### src/rtl/riscv_pipe_stage_reg.sv
// Parametrised pipeline stage register: valid/ready handshake, optional 2-entry skid,
// flush-to-bubble, stall freeze and a saturating back-pressure counter.
module riscv_pipe_stage_reg #(
  parameter int CTRL_W = 16,
  parameter int DATA_W = 160,
  parameter int SKID   = 1,
  parameter int CNT_W  = 16
) (
  input  logic              clk,
  input  logic              rst_n,
  input  logic              in_valid,
  output logic              in_ready,
  input  logic [CTRL_W-1:0] in_ctrl,
  input  logic [DATA_W-1:0] in_data,
  output logic              out_valid,
  input  logic              out_ready,
  output logic [CTRL_W-1:0] out_ctrl,
  output logic [DATA_W-1:0] out_data,
  input  logic              flush,
  input  logic              stall,
  output logic [CNT_W-1:0]  bp_cnt,
  input  logic              bp_clr
);

  typedef struct packed {
    logic [CTRL_W-1:0] ctrl;
    logic [DATA_W-1:0] data;
  } entry_t;

  localparam logic [CNT_W-1:0] CNT_MAX = '1;

  entry_t h_q, s_q, in_e;
  logic   h_valid, s_valid;
  logic   accept, emit;

  assign in_e = '{ctrl: in_ctrl, data: in_data};

  // Skid mode keeps out_ready off the in_ready path; the spare slot absorbs the in-flight entry.
  generate
    if (SKID != 0) begin : g_skid_rdy
      assign in_ready = !s_valid && !stall;
    end else begin : g_pass_rdy
      assign in_ready = (!h_valid || out_ready) && !stall;
    end
  endgenerate

  assign out_valid = h_valid && !stall;
  assign out_ctrl  = out_valid ? h_q.ctrl : '0;
  assign out_data  = h_q.data;

  assign accept = in_valid && in_ready;
  assign emit   = out_valid && out_ready;

  always_ff @(posedge clk or negedge rst_n) begin
    if (!rst_n) begin
      h_valid <= 1'b0;
      s_valid <= 1'b0;
      h_q     <= '0;
      s_q     <= '0;
    end else if (flush) begin
      h_valid <= 1'b0;
      s_valid <= 1'b0;
      h_q     <= '0;
      s_q     <= '0;
    end else if (!stall) begin
      if (!h_valid) begin
        if (accept) begin
          h_valid <= 1'b1;
          h_q     <= in_e;
        end
      end else if (!s_valid) begin
        if (accept && emit) begin
          h_q <= in_e;
        end else if (accept && SKID != 0) begin
          s_valid <= 1'b1;
          s_q     <= in_e;
        end else if (emit) begin
          h_valid <= 1'b0;
          h_q     <= '0;
        end
      end else if (emit) begin
        // FULL: skid advances to head; in_ready is low so nothing new arrives this cycle.
        h_q     <= s_q;
        s_valid <= 1'b0;
        s_q     <= '0;
      end
    end
  end

  always_ff @(posedge clk or negedge rst_n) begin
    if (!rst_n) begin
      bp_cnt <= '0;
    end else if (bp_clr) begin
      bp_cnt <= '0;
    end else if (out_valid && !out_ready && bp_cnt != CNT_MAX) begin
      bp_cnt <= bp_cnt + 1'b1;
    end
  end

endmodule

### config.mk
export PLATFORM = sky130hd
export DESIGN_NAME = riscv_pipe_stage_reg
export DESIGN_NICKNAME = d
export VERILOG_FILES = /design/src/rtl/riscv_pipe_stage_reg.sv
export SDC_FILE = /design/constraint.sdc
export NUM_CORES = 1
export LEC_CHECK = 0
export ABC_AREA = 1
export ABC_CLOCK_PERIOD_IN_PS = 3000
export CAP_MARGIN = 20
export CORE_MARGIN = 5
export CORE_UTILIZATION = 41
export CTS_CLUSTER_SIZE = 25
export DETAILED_ROUTE_END_ITERATION = 8
export HOLD_SLACK_MARGIN = 0.02
export PLACE_DENSITY = 0.76
export SYNTH_ARGS = -nofsm -noshare
export SYNTH_HDL_FRONTEND = slang
export SYNTH_SLANG_ARGS = --single-unit
### constraint.sdc
create_clock -name clk -period 3 [get_ports clk]
set_input_delay 0.45 -clock clk [delete_from_list [all_inputs] [get_ports clk]]
set_output_delay 0.45 -clock clk [all_outputs]
set_load 0.03 [all_outputs]
=== Yosys cells after proc, flatten, opt, wreduce, memory -nomap -nowiden ===
Index checks and enable logic that the tools add are counted.

* Bits in registers: 370

* Add/sub/neg operators: 1
* Equal/unequal tests: 6
* Mux-type cells: 30
* Reduce and logical (&&, ||, !) cells: 18

{| class="wikitable"
|+ Operator list
! operator !! number
|-
| 2-to-1 mux 176 bit || 14
|-
| 2-to-1 mux 16 bit || 3
|-
| adder 16 x 1 -> 16 bit (second input constant) || 1
|-
| inequality test 16 bit (second input constant) || 1
|-
| 2-to-1 mux 1 bit || 13
|-
| AND reduction 5 bit || 2
|-
| logical AND 1 bit || 7
|-
| nonzero test 3 bit || 2
|-
| inequality test 5 x 4 -> 1 bit (second input constant) || 1
|-
| nonzero test 5 bit || 1
|-
| inequality test 4 x 3 -> 1 bit (second input constant) || 1
|-
| nonzero test 2 bit || 2
|-
| zero test 1 bit || 3
|-
| inequality test 3 x 2 -> 1 bit (second input constant) || 1
|-
| inequality test 3 bit (second input constant) || 1
|-
| inequality test 2 bit (second input constant) || 1
|-
| AND reduction 2 bit || 1
|}

=== Logic depth before layout (Yosys ltp) ===
Gate-level depths: netlist of run 1.

* Depth in word-level cells: 10
* Depth in mapped cells: 11

=== Worst setup path after synthesis of run 1 ===
No wires, ideal clock.

* Path kind: input port to flip-flop
* From: input port stall
* To: register s_q[156] in the netlist's numbering
* Data arrival time: 1773 ps
* Data required time: 2874 ps
* Setup slack: 1101 ps
* Stages: 8
* Cells stage by stage: nor2_2 nand2_1 nor2_4 nand2_1 nand3_2 buf_2 buf_2 o21ai_0

* Longest elaborated chain between the ends: 6

{| class="wikitable"
|+ Ends and longest elaborated chain
! element !! line !! RTL
|-
| start: declaration || 20 || <nowiki>input logic stall,</nowiki>
|-
| zero test 1 bit || - ||
|-
| logical AND 1 bit, on equally long branches || 41, 47 ||
|-
| logical AND 1 bit, on equally long branches || 51, 52 ||
|-
| logical AND 1 bit || 72 || <nowiki>if (accept && emit) begin</nowiki>
|-
| inequality test 3 bit (no source line) || - ||
|-
| AND reduction 5 bit (no source line) * || - ||
|-
| end signal: assignment || 76 || <nowiki>s_q <= in_e;</nowiki>
|-
| end: declaration || 32 || <nowiki>entry_t h_q, s_q, in_e;</nowiki>
|}

Mark *: on every way between the ends. The rest lies on a longest branch, timed or not.
A chain may end at the register's enable or synchronous reset.

=== Worst setup path in the final report of run 1 ===
* From: register h_valid
* To: output port out_ctrl[2]

* Longest elaborated chain between the ends: 2

{| class="wikitable"
|+ Ends and longest elaborated chain
! element !! line !! RTL
|-
| start: declaration || 33 || <nowiki>logic h_valid, s_valid;</nowiki>
|-
| start signal: assignment || 56 || <nowiki>h_valid <= 1'b0;</nowiki>
|-
| start signal: assignment || 61 || <nowiki>h_valid <= 1'b0;</nowiki>
|-
| start signal: assignment || 68 || <nowiki>h_valid <= 1'b1;</nowiki>
|-
| logical AND 1 bit || 47 || <nowiki>assign out_valid = h_valid && !stall;</nowiki>
|-
| 2-to-1 mux 16 bit || 48 || <nowiki>assign out_ctrl = out_valid ? h_q.ctrl : '0;</nowiki>
|-
| end: declaration || 17 || <nowiki>output logic [CTRL_W-1:0] out_ctrl,</nowiki>
|}

Every way passes these cells.

==> flow_summary.ini, run 1 <==
[pwr]
p_sw_share_pct = 30.72
power_leakage_uw = 0.01182
p_per_area_mw_per_mm2 = 578.7
p_total_uw = 14350
peakVddDrop_uv = 421.4
p_clk_share_pct = 37.0
p_seq_share_pct = 41.6
internal_power_uw = 9940
p_switching_uw = 4408
comb_power_share_pct = 21.4

[synthesis]
synth_top_cell_area_share_pct = 45.58
synth_nets = 3001
ys_seq_elements = 370
syn_area_mm2 = 0.02031
synth_top_cell_by_area = dfrtp_1
ys_warn_count = 0
avgSynthCellArea_um2 = 7.211
synthTopCellsByArea = dfrtp_1, nand2_1, nand3_1
synth_edf_count = 0
yosys-top-cells-count = nand2_1, dfrtp_1, nand3_1
synthDistinctLibCells = 26
synth_most_common_cell = nand2_1
async_flop_share_pct = 100.0
syn_inst = 2817
seq_area_frac_synth_pct = 45.58
ys.flop_type = dfrtp_1

[floorplan]
die_area_mm2 = 0.05409
die_w_um = 232.6
initial_core_util_pct = 41.49
rows = 81
core_mm2 = 0.04895
io_pins = 377
die_h_um = 232.6

[clock_tree]
path_clk_slew_ns = 0.06
numCtsBuffers = 43
clk_root_buffer_cell = clkbuf_16
cts_tree = done
numClockSinks = 370
clk_latency_ns = 0.55
cts_setup_buffers = 0
cts_buffer_depth = 3
htree_levels = 2

[worst_setup_path]
worstSetupPathType = flop to output pin
ff2ff_path_depth = 7
endpoint_kind = output pin
reg2reg_slack_ns = 0.70
path_max_fanout = 16
cp.required_ns = 2.55
cp.arrival_ns = 2.29
critPathLaunchType = flop

[route]
drt-pass1-iter-count = 5
num_vias = 18750
drt-initial-drc-count = 1773
wl_per_cell_um = 16.53
via_per_inst = 5.204
drc = 0
routed_wl_um = 59570
ant_nets = 0

[timing]
fmax_mhz = 365.3
tightestPinTransition_ns = 0.9577
clock_skew_ns = 0.02100
holdWs_ns = 0.4149
relSlewSlack_pct = 36.15
slew_viol_final = 0
hold_viol = 0
rsz0062_at_grt = no
period_needed_ns = 2.738
finalSetupTns_ns = 0
post-route-period-util_pct = 91.25
setup_viol = 0

[global_route]
grt_max_degree = 127
grt_pass1_vias = 17520
antenna_found_initial = 10
grt-ovfl-total = 0
track_usage_pct = 21.39
grt_pass1_wl_um = 95520

[hold_path]
min-delay-path-class = input port to asynchronous set/reset pin

[layout]
syn2layout_area_growth_pct = 22.06
drive_above_1_share_pct = 4.162
final_nets = 3084

[place]
numPortBuffers = 376
dp_hpwl_um = 36660
gp_congestion = 0.8531

[status]
status = finished clean

[job]
drv_cap = 0
flip-flops by register name, indices dropped and copies added (netlist names):
signal,cells
bp_cnt,16
s_q,176
h_valid,1
s_valid,1
out_data,160
h_q,16
cell usage in the layout (no fill, tap or decap), types with 2 or more instances in the layout:
cell type	Yosys	layout
buf_4	177	13
nand3_1	356	356
clkbuf_16	0	45
xor2_1	4	4
nand2_1	1313	1313
inv_6	0	3
o21ai_0	110	110
inv_1	30	30
buf_12	0	22
nand4_1	130	130
o21bai_1	4	4
nor2_2	6	3
nand3b_1	2	2
diode_2	0	8
a21oi_1	2	2
clkbuf_8	0	11
clkdlybuf4s50_1	0	375
dfrtp_1	370	369
clkinv_2	0	7
bufinv_16	0	2
o21ai_1	69	69
nor2_1	34	34
clkbuf_1	109	8
nor2_4	2	5
power by group through the flow:
stage / clock, µW / combinational [µW] / sequential (µW)
CTS: 5450 / 3100 / 5970
floorplan: 0 / 2150 / 5940
detailed placement: 0 / 3090 / 6040
global route: 5650 / 3340 / 6040
global placement: 0 / 3040 / 6040
finish: 5310 / 3070 / 5970
critical path: stages (launching register included):
cell             delay, ns
dfrtp_1               0.48
nand2_2               0.10
buf_4                 0.23
nor2_1                0.21
clkdlybuf4s50_1       0.71
cell type report:
cell class	instances	area (µm²)
Fill cell	4711	24160
Inverter	34	140.1
Sequential cell	370	9263
Timing Repair Buffer	412	4317
Clock inverter	12	120.1
Antenna cell	8	20.02
Multi-Input combinational cell	2039	8795
Tap cell	664	830.8
Clock buffer	64	1308
logic make-up after synthesis:
group                      count (synthesis)  synth area share (%)
AOI/OAI and AO/OA                        185                 4.608
xor gates and xnor gates                   5                0.2156
adders and majority gates                  1               0.06159
buffers and inverters                    408                 11.27
DFF                                      370                 45.58
and+or+nand+nor                         1848                 38.26
final timing paths:
check | start | end
max | h_valid | out_ctrl[2]
max in group asynchronous | rst_n | s_q[162]
min | rst_n | out_data[33]
min in group clk | out_data[76] | out_data[76]
max reg2reg | s_valid | out_data[24]
min reg2reg | out_data[76] | out_data[76]
through the flow:
step | instances | instance area [µm²] | setup slack, ns | utilization (%)
final | 3603 | 24790 | 0.2625 | 50.65
after global routing | 3601 | 24790 | 0.1412 | 50.64
after CTS | 3595 | 24770 | 0.1943 | 50.61
after detailed placement | 3518 | 23330 | 0.3359 | 47.67
after global placement | 3518 | 23330 | 0.3560 | 47.67
after floorplan | 2817 | 20310 | 1.101 | -
repair_timing:
action	4_1_cts	5_1_grt
hold endpoints to repair	41	0
hold buffers	1	0
gates resized for setup	0	0
metal layers:
layer / share of wire [%] / track usage (%)
met3: 6.7 / 3.807
met2: 47 / 34.54
met5: 0.081 / 0
met4: 3.1 / 7.366
met1: 44 / 29.20
No activity file was read; power rests on OpenSTA's default activity.
==> run 2: changes to the inputs <==
SETUP_SLACK_MARGIN = 0.5   (was unset)
==> run 2 against run 1 <==
  * Clock-buffer cell count did not move
  * Wire length rose by 0.12%
  * Worst setup slack improved by 0.36 ns
  * Register-to-register slack barely moved
  * Via count rose by 0.30%
  * Cell count did not move
  * Fmax rose by 15%
  * First-iteration DRC count fell by 0.23%
  * Sequential power barely moved
  * Final area fell by 0.16%
  * Clock power barely moved
  * Worst hold slack barely moved
  * Critical endpoint is now out_ctrl[4]
==> flow_summary.ini, run 2 (same netlist as run 1, synthesis figures left out) <==
[status]
status = finished clean

[worst_setup_path]
path_max_fanout = 16
crit_buf_inv = 2
r2r-end = out_data[29]
cp.depth = 4
crit_slowest_cell = dfrtp_1
startpoint = h_valid
critPathLaunchType = flop
cpLargestDelayFamily = buffers and inverters
r2r_start = s_valid
cpPeakStageDelay_ns = 0.48
reg2reg_slack_ns = 0.71
cp-endpoint = out_ctrl[4]
worstSetupPathType = flop to output pin
endpoint_kind = output pin
cp.arrival_ns = 1.93
ff2ff_path_depth = 7
cp.required_ns = 2.55
path_cells = nand2_2, buf_4, nor2_1, dlygate4sd2_1

[place]
gp_congestion = 0.8531
numPortBuffers = 376
dp_hpwl_um = 36660
placed_cells = 3518
dpl_cell_area_mm2 = 0.02333

[layout]
final_common_cell = nand2_1
final_cell_count_no_fill = 3603
regMostFlops = s_q
multi_input_area_mm2 = 0.008795
final_cell_mix = nand2_1, dfrtp_1, clkdlybuf4s50_1
final_area_mm2 = 0.02475
drive_above_1_share_pct = 4.333
fillCellCount = 4725
largest_reg_flops = 176
syn2layout_area_growth_pct = 21.86
utilization_pct = 50.57
final_nets = 3084
seq_area_mm2 = 0.009263

[clock_tree]
cts_setup_buffers = 0
path_clk_slew_ns = 0.06
cts_buffer_depth = 3
clk_latency_ns = 0.55
cts_tree = done
clk_root_buffer_cell = clkbuf_16
numCtsBuffers = 43
htree_levels = 2
numClockSinks = 370

[route]
via_per_inst = 5.220
drt-pass1-iter-count = 6
wl_per_cell_um = 16.55
routed_wl_um = 59650
ant_nets = 0
drt-initial-drc-count = 1769
drc = 0
num_vias = 18810

[timing]
post-route-period-util_pct = 79.17
fmax_mhz = 421.0
rsz0062_at_grt = no
finalSetupTns_ns = 0
slew_viol_final = 0
relSlewSlack_pct = 36.69
period_needed_ns = 2.375
tightestPinTransition_ns = 0.9496
hold_viol = 0
clock_skew_ns = 0.01981
setup_viol = 0

[floorplan]
die_h_um = 232.6
io_pins = 377
die_area_mm2 = 0.05409
core_mm2 = 0.04895
initial_core_util_pct = 41.49
die_w_um = 232.6
rows = 81

[global_route]
grt-ovfl-total = 0
grt_pass1_vias = 17520
antenna_found_initial = 10
grt_pass1_wl_um = 95530
grt_max_degree = 127
track_usage_pct = 21.39

[pwr]
peakVddDrop_uv = 421.3
p_per_area_mw_per_mm2 = 579.5
power_leakage_uw = 0.01188
p_total_uw = 14340

[hold_path]
min-delay-path-class = input port to asynchronous set/reset pin

[job]
drv_cap = 0
==> run 2: worst register-to-register path, delay by kind of cell (launching register included) <==
family,cells,cell delay [ns]
flip-flops,1,0.53
buffers and inverters,3,1.30
AND/OR/NAND/NOR,4,0.39
==> run 2: what timing repair did <==
| action | in CTS | in global routing |
|---|---|---|
| resized for setup | 18 | 11 |
| endpoints found under the hold margin | 41 | 0 |
| hold buffers | 1 | 0 |
| endpoints found under the setup margin | 18 | 6 |
| pin swaps | 0 | 0 |
==> run 2: where the power goes <==
group          switching (µW)  leakage, µW  internal, µW
registers                 359      0.00487          5610
clock network            2130     0.000708          3180
logic                    1920      0.00630          1140
total                    4410       0.0119          9940
==> run 2: per-stage QoR <==
stage          setup WS (ns)  hold WS (ns)
6_report              0.6249        0.4148
5_1_grt               0.5067        0.4268
4_1_cts               0.4828        0.4017
3_5_place_dp          0.3359        0.4082
3_3_place_gp          0.3560        0.4059
2_1_floorplan          1.101        0.1544
==> run 2: cell type report <==
cell class                 count  share of cell area, %
tap                          664                  3.356
timing repair buffer         412                  17.28
inverter                      34                 0.5661
sequential                   370                  37.42
clock buffer                  64                  5.282
multi-input combinational   2039                  35.53
antenna                        8                0.08088
clock inverter                12                 0.4853
==> run 2: how the worst min path moves through the flow <==
| stage | from | end | slack (ns) | cells past startpoint |
|---|---|---|---|---|
| after floorplan | rst_n | bp_cnt[0] | 0.15 | 0 |
| after global placement | rst_n | out_data[33] | 0.41 | 1 |
| after detailed placement | rst_n | out_data[33] | 0.41 | 1 |
| after CTS | rst_n | out_data[33] | 0.40 | 2 |
| after global routing | rst_n | out_data[33] | 0.43 | 2 |
| final | rst_n | out_data[33] | 0.41 | 2 |
==> run 2: metal layers <==
layer / share of wire (%) / GRT usage [%]
met5: 0.080 / 0
met4: 3.1 / 7.366
met3: 6.6 / 3.807
met2: 47 / 34.54
met1: 43 / 29.21
==> run 3: changes to the inputs <==
ABC_CLOCK_PERIOD_IN_PS = 2000   (was 3000)
PLACE_DENSITY = 0.79   (was 0.76)
clock period = 2 ns   (was 3 ns; I/O delays follow)
==> run 3 against run 2 <==
  * Power increased by 54%
  * Highest routed layer unchanged
  * Worst setup slack worse by 0.60 ns
  * Wire length rose by 10%
  * Worst hold slack got worse by 0.13 ns
  * Clock-buffer cell count shrank 3
  * Cell count is 5.0% higher
==> flow_summary.ini, run 3 (same netlist as run 1, synthesis figures left out) <==
[status]
status = finished clean

[pwr]
p_switching_uw = 6922
power_leakage_uw = 0.01332
comb_power_share_pct = 22.6
peakVddDrop_uv = 529.4
p_seq_share_pct = 40.5
internal_power_uw = 15230
p_sw_share_pct = 31.24
p_clk_share_pct = 36.9
p_per_area_mw_per_mm2 = 841.3

[global_route]
grtUsageMet1_pct = 31.56
antenna_found_initial = 3
grt_max_degree = 83
grt-ovfl-total = 0
track_usage_pct = 22.53
grt_pass1_vias = 18320
use_met2_pct = 34.48
busiest_layer = met2
use_met3_pct = 6.467
grt_pass1_wl_um = 100300

[clock_tree]
numCtsBuffers = 43
htree_levels = 2
clk_root_buffer_cell = clkbuf_16
cts_buffer_depth = 3
path_clk_slew_ns = 0.06
clk_latency_ns = 0.58
numClockSinks = 370
cts_tree = done

[worst_setup_path]
cpLargestDelayFamily = simple AND/OR/NAND/NOR gates
r2r_start = s_valid
cp.arrival_ns = 2.50
reg2reg_slack_ns = 0.02
critPathLaunchType = flop
crit_slowest_cell = dfrtp_4
r2r-end = out_data[43]
path_cells = nor2_4, nand2_4, nor2_4, buf_12, buf_12, buf_4, nand4_1, nand3_1, nand2_1, nand2_1
crit_buf_inv = 3
cpPeakStageDelay_ns = 0.53
ff2ff_path_depth = 10
endpoint_kind = flop
worstSetupPathType = flop to flop
cp.required_ns = 2.52
path_max_fanout = 15

[timing]
tightestPinTransition_ns = 0.6092
setup_ws_ns = 0.02290
post-route-period-util_pct = 98.85
fmax_mhz = 505.8
hold_viol = 0
setup_viol = 0
period_needed_ns = 1.977
clock_skew_ns = 0.03324
slew_viol_final = 0
relSlewSlack_pct = 59.39
rsz0062_at_grt = yes

[floorplan]
die_w_um = 232.6
die_h_um = 232.6
initial_core_util_pct = 41.49
rows = 81
die_area_mm2 = 0.05409
core_mm2 = 0.04895
io_pins = 377

[place]
dp_hpwl_um = 42790
placed_cells = 3655
pre_cts_slack_ns = -0.1610
numPortBuffers = 376
gp_congestion = 0.8593

[layout]
syn2layout_area_growth_pct = 29.64
drive_above_1_share_pct = 17.06
largest_reg_flops = 176
regMostFlops = s_q
final_cell_count_no_fill = 3784
final_cell_mix = nand2_1, nand3_1, dfrtp_1
final_common_cell = nand2_1
final_nets = 3271
utilization_pct = 53.79

[route]
drt-pass1-iter-count = 6
drc = 0
routed_wl_um = 65840
ant_nets = 0
wl_per_cell_um = 17.40
num_vias = 20120
drt-initial-drc-count = 2291
via_per_inst = 5.318

[hold_path]
min-delay-path-class = input port to asynchronous set/reset pin

[job]
drv_cap = 0
## run 3: cell count changes in the layout (fill, tap and decap cells not counted), moves of 7 or more
cell,change
dfrtp_2,+15
buf_6,+31
buf_12,+32
nor2_1,-9
o21ai_1,+31
clkdlybuf4s50_1,-177
dfrtp_1,-15
clkbuf_16,+10
buf_4,+161
buf_2,+138
nor2_4,+12
diode_2,-7
o21ai_0,-31
dlygate4sd2_1,-7
## run 3: final cells by class
cell class              count  area, µm²
clock buffers              61       1234
repair buffers            599       5663
inverters                  34      148.9
fillers                  4414      22620
clock inverters            16      222.7
flip-flops and latches    370       9281
multi-input cells        2039       8950
well taps                 664      830.8
diodes                      1      2.502
## run 3: power by group through the flow
stage	combinational (µW)	clock [µW]	sequential (µW)
final	5000	8180	8980
after global routing	5430	8650	9080
after detailed placement	5040	0	9080
after floorplan	3280	0	8910
after global placement	4960	0	9080
after CTS	4780	8330	8960
## run 3: metal layers
metal | wire [µm] | up-vias
li1 | - | 9516
met1 | 27940 | 9450
met2 | 29500 | 1014
met3 | 6684 | 136
met4 | 1665 | 6
met5 | 41 | -
## run 3: worst max path at each step
stage / start / endpoint / slack, ns / depth (start not counted)
2_1_floorplan: s_valid / out_data[82] / 0.43 / 9
5_1_grt: s_valid / s_q[71] / -0.04 / 9
6_report: s_valid / out_data[43] / 0.02 / 10
4_1_cts: h_valid / out_ctrl[0] / 0.12 / 4
3_3_place_gp: flush / out_data[43] / -0.13 / 10
3_5_place_dp: stall / s_q[38] / -0.16 / 9
## run 3: worst reg2reg max path, cell delays in order (launching register included)
cell     delay [ns]
dfrtp_4        0.53
nor2_4         0.17
nand2_4        0.10
nor2_4         0.21
buf_12         0.15
buf_12         0.14
buf_4          0.23
nand4_1        0.11
nand3_1        0.16
nand2_1        0.08
nand2_1        0.06
## run 3: repair_timing
| action | CTS | global route |
|---|---|---|
| setup buffers | 26 | 9 |
| endpoints found under the hold margin | 43 | 0 |
| cloned | 1 | 14 |
| hold buffers | 1 | 0 |
| pin swaps | 2 | 5 |
| setup endpoints to repair | 562 | 428 |
| gates resized for setup | 944 | 14 |
## run 3: metrics by stage
stage,cell area [µm²],power [µW],setup TNS (ns),hold WS (ns)
after detailed placement,24780,14120,-39.39,0.3055
after floorplan,20490,12200,0,0.004409
final,26330,22150,0,0.2830
after global routing,26330,23160,-0.2136,0.3015
after CTS,25860,22060,0,0.2826
after global placement,24780,14040,-25.56,0.3080
==> variant 1: new RTL, flow settings as in run 3 <==
Change the parameter `DATA_W` from 160 to 152.
--- a/src/rtl/riscv_pipe_stage_reg.sv
+++ b/src/rtl/riscv_pipe_stage_reg.sv
@@ -4,3 +4,3 @@
   parameter int CTRL_W = 16,
-  parameter int DATA_W = 160,
+  parameter int DATA_W = 152,
   parameter int SKID   = 1,
Interface: changed (resized in_data and out_data); port bits go from 377 to 361. No check against the original RTL was run, so the function may have changed too.
==> variant 1 against run 3 <==
- sequential cell count decreased by 16
- final area increased by 0.78%
- total power decreased by 3.7%
- maximum frequency increased by 3.2%
- setup slack improved by 0.061 ns
- wire length increased by 2.5%
- first-iteration DRC count decreased by 18%
- area after synthesis decreased by 3.4%
- clock power decreased by 7.8%
- largest power group unchanged
==> variant 1: results (changes against run 3) <==
status=completed (unchanged); largest net degree at the start of global routing=74 (was 83); antenna violations before repair=3 (unchanged); layout cell share with drive strength beyond 1=0.203 (was 0.171); Finished Layout Cells=3815 (was 3784); ys async rst share=1.00 (unchanged); Crit path largest cell delay=0.51 ns (was 0.53 ns); max reg flops=168 (was 176); post-synthesis cell type count=26 (unchanged); htree depth=2 (unchanged); Root Driver=clkbuf_16 (unchanged); first-pass GRT wire length=96900 um (was 100000 um); CTS max path bufs=3 (unchanged); Slowest-stage cell, CP=dfrtp_4 (unchanged); worst min-delay path class=in -> async (unchanged); GRT Overall Usage=0.224 (was 0.225); most flop-heavy register=s_q (unchanged); Rel. slew slack=0.642 (was 0.594); Worst-path clk slew=0.06 ns (about the same); DP Cell Count=3646 (was 3655); top cells by area, synth=dfrtp_1, nand2_1, buf_4 (was dfrtp_1, nand2_1, nand3_1); Leak=14.2 nW (was 13.3 nW); Final nets=3344 (was 3271); average wire per standard cell=17.7 um (was 17.4 um); vias=19546 (was 20122); Seq/Total Area, Yosys=0.451 (was 0.456); Syn Nets=3068 (was 3001); clock latency on the worst-skew pair=0.56 ns (was 0.58 ns); cts bufs inserted=41 (was 43); Starting DRT DRC Count=1871 (was 2291); number of global-route vias before repair=17919 (was 18318); Synth Flop Type=dfrtp_1 (unchanged); Final HPWL DP=38200 um (was 42800 um); YS warnings=0 (unchanged); Final Slew Violations=0 (unchanged); GPL Wtd Cong=0.827 (was 0.859); Worst EP arrival=2.36 ns (was 2.50 ns); Worst VDD drop=544 uV (was 529 uV); IO buf count=360 (was 376); Mapped Cells=2892 (was 2817); critical path fanouts, max=12 (was 15); Synth top cells by count=nand2_1, dfrtp_1, buf_4 (was nand2_1, dfrtp_1, nand3_1); Clock Skew=0.0214 ns (was 0.0332 ns); First-pass DRT Iterations=7 (was 6)
[variant 1: final cells by class]
cell class                 instances  area [sq um]
antenna                            3          7.51
timing repair inverter             2          22.5
timing repair buffer             562          5890
clock inverter                     6          58.8
fill                            4213         21000
multi-input combinational       2175          9480
clock buffer                      66          1280
inverter                          32           156
tap                              615           769
sequential                       354          8880
[variant 1: critical path: cells and delay by family (launching register included)]
kind	cells	cell delay, ns
flops	1	0.51
buf+inv	4	0.69
simple gates	6	0.59
[variant 1: per-layer routing]
layer	vias to the layer above	wire length (um)	global-route usage
li1	9302	-	-
met1	9119	25900	0.282
met2	919	33000	0.380
met3	206	5430	0.0476
met4	0	3100	0.0864
met5	-	0	0
[variant 1: per-stage QoR]
stage	setup slack, ns	TNS, ns	power, W	hold WS, ns	cell area [sq um]
2_1_floorplan	0.323	0	0.0118	0.00441	20100
3_3_place_gp	-0.198	-34.35	0.0132	0.246	23400
3_5_place_dp	-0.269	-47.52	0.0133	0.242	23400
4_1_cts	0.0983	0	0.0210	0.236	25200
5_1_grt	0.0176	0	0.0223	0.279	26500
6_report	0.0842	0	0.0213	0.249	26500
[variant 1: kinds of logic after synthesis]
group,after synthesis,synth area share
and+or+nand+nor,1992,0.394
buffers and inverters,363,0.106
DFF,354,0.451
AOI/OAI and AO/OA,177,0.0456
xor gates and xnor gates,5,0.00223
adders and majority gates,1,0.000637
[variant 1: what timing repair did]
| action | 4_1_cts | 5_1_grt |
|---|---|---|
| cloned | 18 | 29 |
| pin swaps | 7 | 134 |
| hold buffers | 1 | 0 |
| gates resized for setup | 904 | 191 |
| endpoints found under the setup margin | 538 | 398 |
| setup buffers | 29 | 17 |
| hold endpoints to repair | 35 | 0 |
[variant 1: path summary, 6_finish.rpt]
check / start / to / slack, ns / cells after the start
max in group asynchronous: rst_n / out_data[125]$_DFFE_PN0P_ / 0.95 / 3
worst max register to register: s_valid$_DFFE_PN0P_ / out_data[37]$_DFFE_PN0P_ / 0.08 / 10
worst min-delay path: rst_n / out_data[63]$_DFFE_PN0P_ / 0.25 / 2
worst min register to register: out_data[36]$_DFFE_PN0P_ / out_data[36]$_DFFE_PN0P_ / 0.46 / 2
worst max-delay path: s_valid$_DFFE_PN0P_ / out_data[37]$_DFFE_PN0P_ / 0.08 / 10
min in group clk: in_data[102] / s_q[102]$_DFFE_PN0P_ / 0.35 / 3
[variant 1: where the power goes]
group          internal [W]  total [W]  switching (W)
Clock               0.00450    0.00754        0.00304
Combinational       0.00199    0.00521        0.00323
Sequential          0.00806    0.00859       0.000532
Total                0.0145     0.0213        0.00680
==> variant 2: new RTL, settings of run 3 <==
Without the edit above. Register the output `bp_cnt` once more, cleared by the reset; this adds one clock of latency there. The other outputs are not delayed to match.
--- a/src/rtl/riscv_pipe_stage_reg.sv
+++ b/src/rtl/riscv_pipe_stage_reg.sv
@@ -30,2 +30,4 @@
   localparam logic [CNT_W-1:0] CNT_MAX = '1;
+
+  logic [CNT_W-1:0] bp_cnt_s0;
 
@@ -91,7 +93,15 @@
     if (!rst_n) begin
+      bp_cnt_s0 <= '0;
+    end else if (bp_clr) begin
+      bp_cnt_s0 <= '0;
+    end else if (out_valid && !out_ready && bp_cnt_s0 != CNT_MAX) begin
+      bp_cnt_s0 <= bp_cnt_s0 + 1'b1;
+    end
+  end
+
+  always_ff @(posedge clk or negedge rst_n) begin
+    if (!rst_n) begin
       bp_cnt <= '0;
-    end else if (bp_clr) begin
-      bp_cnt <= '0;
-    end else if (out_valid && !out_ready && bp_cnt != CNT_MAX) begin
-      bp_cnt <= bp_cnt + 1'b1;
+    end else begin
+      bp_cnt <= bp_cnt_s0;
     end
Check against the original RTL: not settled (the Yosys comparison gave no result); the edit may change what the design does.
==> variant 2 against run 3 <==
- first-iteration DRC count up 1.2%
- combinational power rose by 6.6%
- final area grew 4.7%
- total power is 5.1% higher
- setup slack better by 0.057 ns
- core utilization grew 1.3 points
- die area grew 1.8%
- area after synthesis is 1.9% higher
- wire length increased by 5.6%
- sequential cell count increased by 16
==> variant 2: results (changes against run 3) <==
number of global-route vias before repair=18901 (was 18318); GPL Wtd Cong=0.830 (was 0.859); Place WS=-0.311 ns (was -0.161 ns); Slowest-stage cell, CP=dfrtp_4 (unchanged); Clock Skew=0.0360 ns (was 0.0332 ns); Synth top cells by count=nand2_1, dfrtp_1, nand3_1 (unchanged); Layout fillers=4482 (was 4414); Final Setup Violations=0 (unchanged); reg-to-reg slack, setup=0.08 ns (was 0.02 ns); antenna violations before repair=3 (unchanged); most flop-heavy register=s_q (unchanged); Leak=14.0 nW (was 13.3 nW); Worst-path clk slew=0.06 ns (about the same); GRT Overall Usage=0.224 (was 0.225); final worst slack=0.0798 ns (was 0.0229 ns); final wirelength=69600 um (was 65800 um); Syn Nets=3022 (was 3001); average wire per standard cell=18.3 um (was 17.4 um); CP Class=reg -> reg (unchanged); CTS max path bufs=3 (unchanged); Final nets=3277 (was 3271); cells on worst reg2reg path=8 (was 10); Worst VDD drop=615 uV (was 529 uV); ys async rst share=1.00 (unchanged); top cells by area, synth=dfrtp_1, nand2_1, nand3_1 (unchanged); Worst EP arrival=2.36 ns (was 2.50 ns); Rel. slew slack=0.511 (was 0.594); First-pass DRT Iterations=6 (unchanged); IO buf count=376 (unchanged); status=completed (unchanged); htree depth=2 (unchanged); largest net degree at the start of global routing=74 (was 83); placed inst area=24800 sq um (about the same); Root Driver=clkbuf_16 (unchanged); layout cell share with drive strength beyond 1=0.153 (was 0.171); Seq/Total Area, Yosys=0.467 (was 0.456); DP Cell Count=3650 (was 3655); cell family with most CP delay=flip-flops (was simple AND/OR/NAND/NOR gates); Synth Area per Inst=7.30 sq um (was 7.21 sq um); Crit path largest cell delay=0.53 ns (about the same); FF-to-FF End=s_q[10]$_DFFE_PN0P_ (was out_data[43]$_DFFE_PN0P_); Final HPWL DP=41200 um (was 42800 um); via/cell ratio=5.38 (was 5.32); first-pass GRT wire length=104000 um (was 100000 um); post-synthesis cell type count=23 (was 26); YS warnings=0 (unchanged); Starting DRT DRC Count=2319 (was 2291); critical path fanouts, max=31 (was 15); cts bufs inserted=44 (was 43)
==> variant 2: per-layer routing <==
layer,track usage,part of all wire
met3,0.0471,0.085
met4,0.0639,0.029
met5,0,0.00019
met1,0.307,0.41
met2,0.363,0.47
==> variant 2: power breakdown <==
| group | internal [W] | leakage [nW] | switching, W |
|---|---|---|---|
| Sequential | 0.00874 | 5.10 | 0.000565 |
| Clock | 0.00519 | 0.757 | 0.00346 |
| Combinational | 0.00204 | 8.17 | 0.00329 |
| Total | 0.0160 | 14.0 | 0.00732 |
==> variant 2: metrics by stage <==
stage                     hold WS [ns]   TNS, ns
final                            0.223         0
after CTS                        0.208         0
after global routing             0.229  -0.00576
after global placement           0.224    -62.64
after detailed placement         0.226    -78.68
after floorplan                0.00441         0
==> variant 2: worst max-delay path by stage <==
| stage | endpoint | cells after the start |
|---|---|---|
| finish | s_q[10]$_DFFE_PN0P_ | 8 |
| detailed placement | out_data[7]$_DFFE_PN0P_ | 9 |
| global route | s_q[36]$_DFFE_PN0P_ | 10 |
| global placement | out_data[19]$_DFFE_PN0P_ | 9 |
| floorplan | out_data[100]$_DFFE_PN0P_ | 8 |
| CTS | s_q[52]$_DFFE_PN0P_ | 10 |
==> variant 2: logic make-up (layout without fill, tap and decap cells) <==
| group | Yosys count | after routing | synth area share |
|---|---|---|---|
| other cells | 0 | 3 | 0 |
| compound gates | 185 | 185 | 0.0452 |
| simple gates | 1854 | 1854 | 0.374 |
| buf+inv | 407 | 695 | 0.111 |
| xor+xnor | 5 | 5 | 0.00211 |
| fa+ha+maj | 1 | 1 | 0.000604 |
| flops | 386 | 386 | 0.467 |
==> variant 2: timing repair <==
item / in CTS / in global routing
pin swaps: 1 / 18
hold buffers: 1 / 0
hold endpoints to repair: 189 / 0
buffers inserted: 17 / 11
gates cloned: 10 / 30
gates resized for setup: 672 / 121
endpoints found under the setup margin: 562 / 476
==> variant 2: area by class of cell <==
cell class / count / area, sq um / share of cell area
diodes: 3 / 7.51 / 0.000272
clock buffers: 56 / 1240 / 0.0449
clock inverters: 23 / 304 / 0.0110
inverters: 34 / 153 / 0.00554
multi-input cells: 2045 / 9140 / 0.331
flip-flops and latches: 386 / 9660 / 0.351
well taps: 672 / 841 / 0.0305
repair buffers: 581 / 6210 / 0.225
repair inverters: 1 / 11.3 / 0.000409
==> variant 2: worst reg2reg max path, delay by kind of cell (launching register included) <==
family                 cells  cell delay (ns)
AND/OR/NAND/NOR            3             0.41
flip-flops                 1             0.53
buffers and inverters      3             0.51
AO/OA/AOI/OAI              2             0.37
